===== config.mk =====
export PLATFORM = sky130hd
export DESIGN_NAME = ex_mem_skid_flat
export DESIGN_NICKNAME = d
export VERILOG_FILES = /design/src/rtl/ex_mem_skid_pkg.sv /design/src/rtl/ex_mem_skid_if.sv /design/src/rtl/ex_mem_skid_slot.sv /design/src/rtl/ex_mem_skid.sv /design/src/flat_wrapper.sv
export SDC_FILE = /design/constraint.sdc
export NUM_CORES = 1
export LEC_CHECK = 0
export ABC_AREA = 1
export BUFFER_PORTS_ARGS = -buffer_cell sky130_fd_sc_hd__buf_2
export CORE_UTILIZATION = 35
export CTS_BUF_LIST = sky130_fd_sc_hd__clkbuf_4
export CTS_CLUSTER_SIZE = 10
export DETAILED_ROUTE_END_ITERATION = 12
export PLACE_DENSITY = 0.59
export SLEW_MARGIN = 20
export SYNTH_ARGS = -nofsm -noshare
export SYNTH_HDL_FRONTEND = slang
export SYNTH_SLANG_ARGS = --single-unit

===== constraint.sdc =====
create_clock -name clk -period 4.9 [get_ports clk]
set_input_delay 0.735 -clock clk [delete_from_list [all_inputs] [get_ports clk]]
set_output_delay 0.735 -clock clk [all_outputs]
set_load 0.01 [all_outputs]

===== src/rtl/ex_mem_skid_pkg.sv =====
// Shared types and defaults for the EX/MEM skid-buffered pipeline register.
package ex_mem_skid_pkg;

  localparam int DEF_DATA_W     = 16;
  localparam int DEF_REG_ADDR_W = 4;
  localparam int DEF_CNT_W      = 16;

  // Encoding is chosen so that the state value equals the number of held entries.
  typedef enum logic [1:0] {
    ST_EMPTY = 2'd0,
    ST_FULL  = 2'd1,
    ST_SKID  = 2'd2
  } state_e;

  function automatic logic [1:0] occ_of(input state_e s);
    return 2'(s);
  endfunction

endpackage


===== src/rtl/ex_mem_skid_if.sv =====
// Valid/ready channel carrying one EX/MEM entry (write-back + memory-access fields).
interface ex_mem_skid_if #(
  parameter int DATA_W     = 16,
  parameter int REG_ADDR_W = 4
);
  logic                  valid;
  logic                  ready;
  logic [DATA_W-1:0]     wData;
  logic                  wReg;
  logic [REG_ADDR_W-1:0] wRegAddr;
  logic                  memRead;
  logic                  memWrite;
  logic [DATA_W-1:0]     memAddr;

  modport master (output valid, wData, wReg, wRegAddr, memRead, memWrite, memAddr,
                  input  ready);
  modport slave  (input  valid, wData, wReg, wRegAddr, memRead, memWrite, memAddr,
                  output ready);
endinterface


===== src/rtl/ex_mem_skid_slot.sv =====
// One payload register bundle with load enable; used as both main and skid slot.
module ex_mem_slot
  import ex_mem_skid_pkg::*;
#(
  parameter int DATA_W     = DEF_DATA_W,
  parameter int REG_ADDR_W = DEF_REG_ADDR_W
) (
  input  logic                  clk,
  input  logic                  rst,
  input  logic                  load_i,
  input  logic [DATA_W-1:0]     wData_i,
  input  logic                  wReg_i,
  input  logic [REG_ADDR_W-1:0] wRegAddr_i,
  input  logic                  memRead_i,
  input  logic                  memWrite_i,
  input  logic [DATA_W-1:0]     memAddr_i,
  output logic [DATA_W-1:0]     wData_o,
  output logic                  wReg_o,
  output logic [REG_ADDR_W-1:0] wRegAddr_o,
  output logic                  memRead_o,
  output logic                  memWrite_o,
  output logic [DATA_W-1:0]     memAddr_o
);

  logic [DATA_W-1:0]     wData_q;
  logic                  wReg_q;
  logic [REG_ADDR_W-1:0] wRegAddr_q;
  logic                  memRead_q;
  logic                  memWrite_q;
  logic [DATA_W-1:0]     memAddr_q;

  always_ff @(posedge clk or posedge rst) begin
    if (rst) begin
      wData_q    <= '0;
      wReg_q     <= 1'b0;
      wRegAddr_q <= '0;
      memRead_q  <= 1'b0;
      memWrite_q <= 1'b0;
      memAddr_q  <= '0;
    end else if (load_i) begin
      wData_q    <= wData_i;
      wReg_q     <= wReg_i;
      wRegAddr_q <= wRegAddr_i;
      memRead_q  <= memRead_i;
      memWrite_q <= memWrite_i;
      memAddr_q  <= memAddr_i;
    end
  end

  assign wData_o    = wData_q;
  assign wReg_o     = wReg_q;
  assign wRegAddr_o = wRegAddr_q;
  assign memRead_o  = memRead_q;
  assign memWrite_o = memWrite_q;
  assign memAddr_o  = memAddr_q;

endmodule


===== src/rtl/ex_mem_skid.sv =====
// EX/MEM pipeline register with valid/ready on both sides, 2-entry skid buffer,
// synchronous flush and a saturating stall counter.
//   state    | meaning
//   ST_EMPTY | nothing held, in_ready=1
//   ST_FULL  | main slot valid, in_ready=1
//   ST_SKID  | main and skid slots valid, in_ready=0
module ex_mem_skid
  import ex_mem_skid_pkg::*;
#(
  parameter int DATA_W     = DEF_DATA_W,
  parameter int REG_ADDR_W = DEF_REG_ADDR_W,
  parameter int CNT_W      = DEF_CNT_W
) (
  input  logic              clk,
  input  logic              rst,
  input  logic              flush_i,
  ex_mem_skid_if.slave      ex_i,
  ex_mem_skid_if.master     mem_o,
  output logic [1:0]        occupancy_o,
  output logic [CNT_W-1:0]  stallCnt_o
);

  state_e                state_q, state_d;
  logic                  ready_q;
  logic [CNT_W-1:0]      stall_cnt_q, stall_cnt_d;
  logic                  do_accept, do_release, out_valid;
  logic                  load_main, load_skid, main_from_skid;

  logic [DATA_W-1:0]     mi_wData, m_wData, s_wData, m_memAddr, s_memAddr, mi_memAddr;
  logic [REG_ADDR_W-1:0] mi_wRegAddr, m_wRegAddr, s_wRegAddr;
  logic                  mi_wReg, m_wReg, s_wReg;
  logic                  mi_memRead, m_memRead, s_memRead;
  logic                  mi_memWrite, m_memWrite, s_memWrite;

  assign out_valid  = (state_q != ST_EMPTY);
  assign do_accept  = ex_i.valid & ready_q;
  assign do_release = out_valid & mem_o.ready;

  always_comb begin
    state_d        = state_q;
    load_main      = 1'b0;
    load_skid      = 1'b0;
    main_from_skid = 1'b0;
    if (flush_i) begin
      state_d = ST_EMPTY;
    end else begin
      unique case (state_q)
        ST_EMPTY: if (do_accept) begin
          load_main = 1'b1;
          state_d   = ST_FULL;
        end
        ST_FULL: begin
          if (do_accept && do_release) begin
            load_main = 1'b1;
          end else if (do_accept) begin
            load_skid = 1'b1;
            state_d   = ST_SKID;
          end else if (do_release) begin
            state_d = ST_EMPTY;
          end
        end
        ST_SKID: if (do_release) begin
          load_main      = 1'b1;
          main_from_skid = 1'b1;
          state_d        = ST_FULL;
        end
        default: state_d = ST_EMPTY;
      endcase
    end
  end

  // Counter ignores flush so squashes do not hide back-pressure history.
  always_comb begin
    stall_cnt_d = stall_cnt_q;
    if (ex_i.valid && !ready_q && (stall_cnt_q != '1)) stall_cnt_d = stall_cnt_q + 1'b1;
  end

  always_ff @(posedge clk or posedge rst) begin
    if (rst) begin
      state_q     <= ST_EMPTY;
      ready_q     <= 1'b1;
      stall_cnt_q <= '0;
    end else begin
      state_q     <= state_d;
      ready_q     <= (state_d != ST_SKID);
      stall_cnt_q <= stall_cnt_d;
    end
  end

  assign mi_wData    = main_from_skid ? s_wData    : ex_i.wData;
  assign mi_wReg     = main_from_skid ? s_wReg     : ex_i.wReg;
  assign mi_wRegAddr = main_from_skid ? s_wRegAddr : ex_i.wRegAddr;
  assign mi_memRead  = main_from_skid ? s_memRead  : ex_i.memRead;
  assign mi_memWrite = main_from_skid ? s_memWrite : ex_i.memWrite;
  assign mi_memAddr  = main_from_skid ? s_memAddr  : ex_i.memAddr;

  ex_mem_slot #(.DATA_W(DATA_W), .REG_ADDR_W(REG_ADDR_W)) u_main (
    .clk(clk), .rst(rst), .load_i(load_main),
    .wData_i(mi_wData), .wReg_i(mi_wReg), .wRegAddr_i(mi_wRegAddr),
    .memRead_i(mi_memRead), .memWrite_i(mi_memWrite), .memAddr_i(mi_memAddr),
    .wData_o(m_wData), .wReg_o(m_wReg), .wRegAddr_o(m_wRegAddr),
    .memRead_o(m_memRead), .memWrite_o(m_memWrite), .memAddr_o(m_memAddr)
  );

  ex_mem_slot #(.DATA_W(DATA_W), .REG_ADDR_W(REG_ADDR_W)) u_skid (
    .clk(clk), .rst(rst), .load_i(load_skid),
    .wData_i(ex_i.wData), .wReg_i(ex_i.wReg), .wRegAddr_i(ex_i.wRegAddr),
    .memRead_i(ex_i.memRead), .memWrite_i(ex_i.memWrite), .memAddr_i(ex_i.memAddr),
    .wData_o(s_wData), .wReg_o(s_wReg), .wRegAddr_o(s_wRegAddr),
    .memRead_o(s_memRead), .memWrite_o(s_memWrite), .memAddr_o(s_memAddr)
  );

  assign ex_i.ready     = ready_q;
  assign mem_o.valid    = out_valid;
  assign mem_o.wData    = m_wData;
  assign mem_o.wRegAddr = m_wRegAddr;
  assign mem_o.memAddr  = m_memAddr;
  assign mem_o.wReg     = m_wReg & out_valid;
  assign mem_o.memRead  = m_memRead & out_valid;
  assign mem_o.memWrite = m_memWrite & out_valid;
  assign occupancy_o    = occ_of(state_q);
  assign stallCnt_o     = stall_cnt_q;

endmodule


===== src/flat_wrapper.sv =====
// flat-port wrapper written by rule: the top's interface ports become plain ports
module ex_mem_skid_flat import ex_mem_skid_pkg::*;
#(
  parameter int DATA_W     = DEF_DATA_W,
  parameter int REG_ADDR_W = DEF_REG_ADDR_W,
  parameter int CNT_W      = DEF_CNT_W
)
  (clk, rst, flush_i, occupancy_o, stallCnt_o, ex_i_valid, ex_i_wData, ex_i_wReg, ex_i_wRegAddr, ex_i_memRead, ex_i_memWrite, ex_i_memAddr, ex_i_ready, mem_o_valid, mem_o_wData, mem_o_wReg, mem_o_wRegAddr, mem_o_memRead, mem_o_memWrite, mem_o_memAddr, mem_o_ready);
  ex_mem_skid_if #(.DATA_W(DATA_W), .REG_ADDR_W(REG_ADDR_W)) ex_i_i ();
  ex_mem_skid_if #(.DATA_W(DATA_W), .REG_ADDR_W(REG_ADDR_W)) mem_o_i ();
  input  logic clk;
  input  logic rst;
  input  logic flush_i;
  output logic [1:0] occupancy_o;
  output logic [CNT_W-1:0] stallCnt_o;
  input wire logic [$bits(ex_i_i.valid)-1:0] ex_i_valid;
  input wire logic [$bits(ex_i_i.wData)-1:0] ex_i_wData;
  input wire logic [$bits(ex_i_i.wReg)-1:0] ex_i_wReg;
  input wire logic [$bits(ex_i_i.wRegAddr)-1:0] ex_i_wRegAddr;
  input wire logic [$bits(ex_i_i.memRead)-1:0] ex_i_memRead;
  input wire logic [$bits(ex_i_i.memWrite)-1:0] ex_i_memWrite;
  input wire logic [$bits(ex_i_i.memAddr)-1:0] ex_i_memAddr;
  output wire logic [$bits(ex_i_i.ready)-1:0] ex_i_ready;
  output wire logic [$bits(mem_o_i.valid)-1:0] mem_o_valid;
  output wire logic [$bits(mem_o_i.wData)-1:0] mem_o_wData;
  output wire logic [$bits(mem_o_i.wReg)-1:0] mem_o_wReg;
  output wire logic [$bits(mem_o_i.wRegAddr)-1:0] mem_o_wRegAddr;
  output wire logic [$bits(mem_o_i.memRead)-1:0] mem_o_memRead;
  output wire logic [$bits(mem_o_i.memWrite)-1:0] mem_o_memWrite;
  output wire logic [$bits(mem_o_i.memAddr)-1:0] mem_o_memAddr;
  input wire logic [$bits(mem_o_i.ready)-1:0] mem_o_ready;
  assign ex_i_i.valid = ex_i_valid;
  assign ex_i_i.wData = ex_i_wData;
  assign ex_i_i.wReg = ex_i_wReg;
  assign ex_i_i.wRegAddr = ex_i_wRegAddr;
  assign ex_i_i.memRead = ex_i_memRead;
  assign ex_i_i.memWrite = ex_i_memWrite;
  assign ex_i_i.memAddr = ex_i_memAddr;
  assign ex_i_ready = ex_i_i.ready;
  assign mem_o_valid = mem_o_i.valid;
  assign mem_o_wData = mem_o_i.wData;
  assign mem_o_wReg = mem_o_i.wReg;
  assign mem_o_wRegAddr = mem_o_i.wRegAddr;
  assign mem_o_memRead = mem_o_i.memRead;
  assign mem_o_memWrite = mem_o_i.memWrite;
  assign mem_o_memAddr = mem_o_i.memAddr;
  assign mem_o_i.ready = mem_o_ready;
  ex_mem_skid #(.DATA_W(DATA_W), .REG_ADDR_W(REG_ADDR_W), .CNT_W(CNT_W)) u_core (.clk(clk), .rst(rst), .flush_i(flush_i), .ex_i(ex_i_i), .mem_o(mem_o_i), .occupancy_o(occupancy_o), .stallCnt_o(stallCnt_o));
endmodule

==> metrics.md <==
| Metric | Value |
|---|---|
| Power per cell area | `between 300 and 400 nW/um^2` |
| Final period util | `0.454` |
| Height of the die | `117 um` |
| WP data arrival | `1.49 ns` |
| IO Count | `103` |
| Site row count | `41` |
| Antenna violations before repair | `1` |
| Comb pwr share | `0.207` |
| Synthesized area | `roughly 4600 sq um` |
| Max cap viols | `0` |
| Clock sink total | `97` |
| Net Count, Synth | `~640` |
| Via-to-Cell Ratio | `4.50` |
| Syn_area_per_cell | `7.80 sq um` |
| DRC Markers | `0` |
| Cell variety after synth | `29` |
| Detailed Routing Iterations Pass 1 | `5` |
| Fraction of layout cells with a size suffix above 1 | `0.192` |
| CTS Hold Bufs | `0` |
| H-tree Lvls | `3` |
| Post-DP Area | `around 5200 sq um` |
| RSZ-0062 raised after global routing | `false` |
| Die Wd | `117 um` |
| Dpl hpwl | `around 7000 um` |
| Core box area | `12,700 sq um` |
| GRT Residual Overflow | `0` |
| 1st-iter DRT viols | `249` |
| Vias in the first global route | `3,540` |
| WL final | `10,200 um` |
| Worst Hold Class | `in -> async` |
| Post-cts repair resize count | `0` |
| Root Driver | `clkbuf_4` |
| Synth warn | `0` |
| Switching share of power | `0.303` |
| Layout area overhead | `16.4%` |
| CP Capture Type | `output pin` |
| Peak per-stage delay on the critical path | `0.47 ns` |
| Fin nets | `727` |
| Vias | `3,874` |
| Endpoints failing setup | `0` |
| Starting density of the core | `0.362` |
| CTS tree | `built` |
| CP Max Fanout | `6` |
| Status | `finished, final reports clean` |
| Net switching power | `around 0.00056 W` |
| CP Class | `reg -> out` |
| Mapped Cells | `591` |
| Finished Cell Area | `5360 sq um` |
| CP max-delay cell | `dfrtp_1` |
| Overall Global Routing Usage | `0.161` |
| Post-route ant nets | `0` |
| Final core occ | `0.422` |
| Slew HR | `0.536` |
| Setup bufs post-CTS | `0` |
| Synth Register Bits | `97` |
| Number of port buffers | `between 100 and 150` |
| Clock skew after layout | `0.0234 ns` |
| Peak supply drop | `187 uV` |
| Internal cell power | `around 0.0013 W` |
| Area of the die | `13,600 sq um` |
| Clk_lat worst skew | `0.47 ns` |
| TritonCTS Buffers | `9` |
| Final-report hold violation count | `0` |
| Sum Neg Setup Slack | `0 ns` |
| Synth area leader | `dfrtp_1` |
| Min Tclk post-route | `2.22 ns` |
| Sequential-to-total area share from yosys stat | `0.527` |
| Gp weighted congestion | `0.836` |
| CP Data Required Time | `roughly 4.2 ns` |
| Pins Over Slew Limit | `0` |
| Worst-path clk slew | `0.14 ns` |
| Setup crit start kind | `flop` |
| Area contributors post-synth | `dfrtp_1, nand2_1, o21ai_0` |
| Max clock buf depth | `2` |
| Critical path, cell by cell | `inv_2, nand2_1, inv_1, nor2_1, buf_2` |
| Area share of the largest cell type after synthesis | `0.521` |
| Worst-margin pin slew | `0.696 ns` |
| Leakage | `2.79 nW` |
| Largest net degree at the start of global routing | `80` |
| First-pass GRT wire length | `16,700 um` |
| Wire per inst | `roughly 12 um` |
| F_max | `450 MHz` |
| Seq pwr share | `0.565` |
| Clock power frac | `0.228` |
-- Yosys cell counts, drive strengths merged --
cell type,number
dfrtp,96
inv,97
nor3,1
nor2,23
clkbuf,12
xor2,1
dfstp,1
a21oi,2
a22oi,1
xnor2,6
nand4,5
nand2,199
buf,14
o21ai,125
nand3,6
ha,1
a211oi,1
-- per-stage QoR --
step           total power (W)  hold WS (ns)  std cells  worst slack, ns
6_report               0.00184         0.319        860             2.68
5_1_grt                0.00197         0.337        860             2.50
4_1_cts                0.00187         0.310        859             2.64
3_5_place_dp           0.00144         0.514        843             2.41
3_3_place_gp           0.00143         0.507        843             2.50
2_1_floorplan          0.00129         0.483        591             1.63
-- power groups by stage --
stage                     registers (W)  clock network (W)  logic [W]
after detailed placement        0.00106                  0   0.000386
after global routing            0.00106           0.000472   0.000442
final                           0.00104           0.000420   0.000381
after global placement          0.00105                  0   0.000377
after CTS                       0.00104           0.000444   0.000390
after floorplan                 0.00108                  0   0.000208
-- layout by cell type (no fill, tap or decap) --
master     synthesis  routed
nand2_2            1       1
nor2_2             1       1
bufinv_16          0       1
nor2_4             1       2
a211oi_1           1       1
clkbuf_4           0      11
dfrtp_1           96      96
a21oi_1            2       2
nand3_1            5       5
nor3_1             1       1
o21ai_1           29      29
nand2_1          197     197
nand4_1            5       5
ha_1               1       1
diode_2            0       1
buf_4              4       4
clkinv_2           0       1
xnor2_1            6       6
a22oi_1            1       1
inv_1             94      93
clkinv_1           0       3
inv_2              2       2
inv_4              1       2
o21ai_0           94      94
xor2_1             1       1
dfstp_2            1       1
nand3_2            1       1
nand2_4            1       1
o21ai_4            1       2
buf_2              6     102
nor2_1            21      20
-- layer usage --
layer  up-vias  wire [um]  share of wire  track usage
li1       2004          -              -            -
met1      1786       4770           0.47        0.205
met2        71       4700           0.46        0.255
met3        13        496          0.049       0.0374
met4         0        227          0.022       0.0844
met5         -          0              0            0
-- sequential cells by signal (all words and copies together), names as in the netlist --
signal                    flops
u_core.ex_i.ready             1
u_core.occupancy_o            2
u_core.stallCnt_o            16
u_core.u_main.memAddr_o      16
u_core.u_main.memRead_o       1
u_core.u_main.memWrite_o      1
u_core.u_main.wData_o        16
u_core.u_main.wRegAddr_o      4
u_core.u_main.wReg_o          1
u_core.u_skid.memAddr_o      16
u_core.u_skid.memRead_o       1
u_core.u_skid.memWrite_o      1
u_core.u_skid.wData_o        16
u_core.u_skid.wRegAddr_o      4
u_core.u_skid.wReg_o          1
-- worst max-delay path: cells and delay by family (launching register included) --
kind                   cells  cell delay (ns)
buffers and inverters      3             0.30
flip-flops                 1             0.47
AND/OR/NAND/NOR            2             0.26
-- kinds of logic (layout without fill, tap and decap cells) --
| group | count (synthesis) | after routing | synth area share |
|---|---|---|---|
| and+or+nand+nor | 234 | 234 | 0.201 |
| adders and majority gates | 1 | 1 | 0.00271 |
| DFF | 97 | 97 | 0.527 |
| xor gates and xnor gates | 7 | 7 | 0.0133 |
| buffers and inverters | 123 | 219 | 0.112 |
| other | 0 | 1 | 0 |
| AOI/OAI and AO/OA | 129 | 129 | 0.144 |
-- final cells by class --
cell class	instances	area (sq um)
flip-flops and latches	97	2430
repair buffers	106	541
diodes	1	2.50
clock inverters	5	46.3
well taps	172	215
fillers	1329	7360
multi-input cells	371	1680
clock buffers	11	82.6
inverters	97	369
-- final timing paths --
check | startpoint | to | slack, ns | cells after the start
max in group asynchronous | rst | u_core.u_skid.memAddr_o[9] | 3.47 | 3
setup / recovery | u_core.occupancy_o[0] | mem_o_memWrite | 2.68 | 5
min in group clk | ex_i_wRegAddr[0] | u_core.u_skid.wRegAddr_o[0] | 0.48 | 3
hold / removal | rst | u_core.u_main.memAddr_o[8] | 0.32 | 2
setup reg to reg | u_core.occupancy_o[0] | u_core.u_main.wData_o[7] | 2.75 | 6
hold reg to reg | u_core.u_main.wRegAddr_o[2] | u_core.u_main.wRegAddr_o[2] | 0.53 | 2
(Power assumes the default switching activity.)
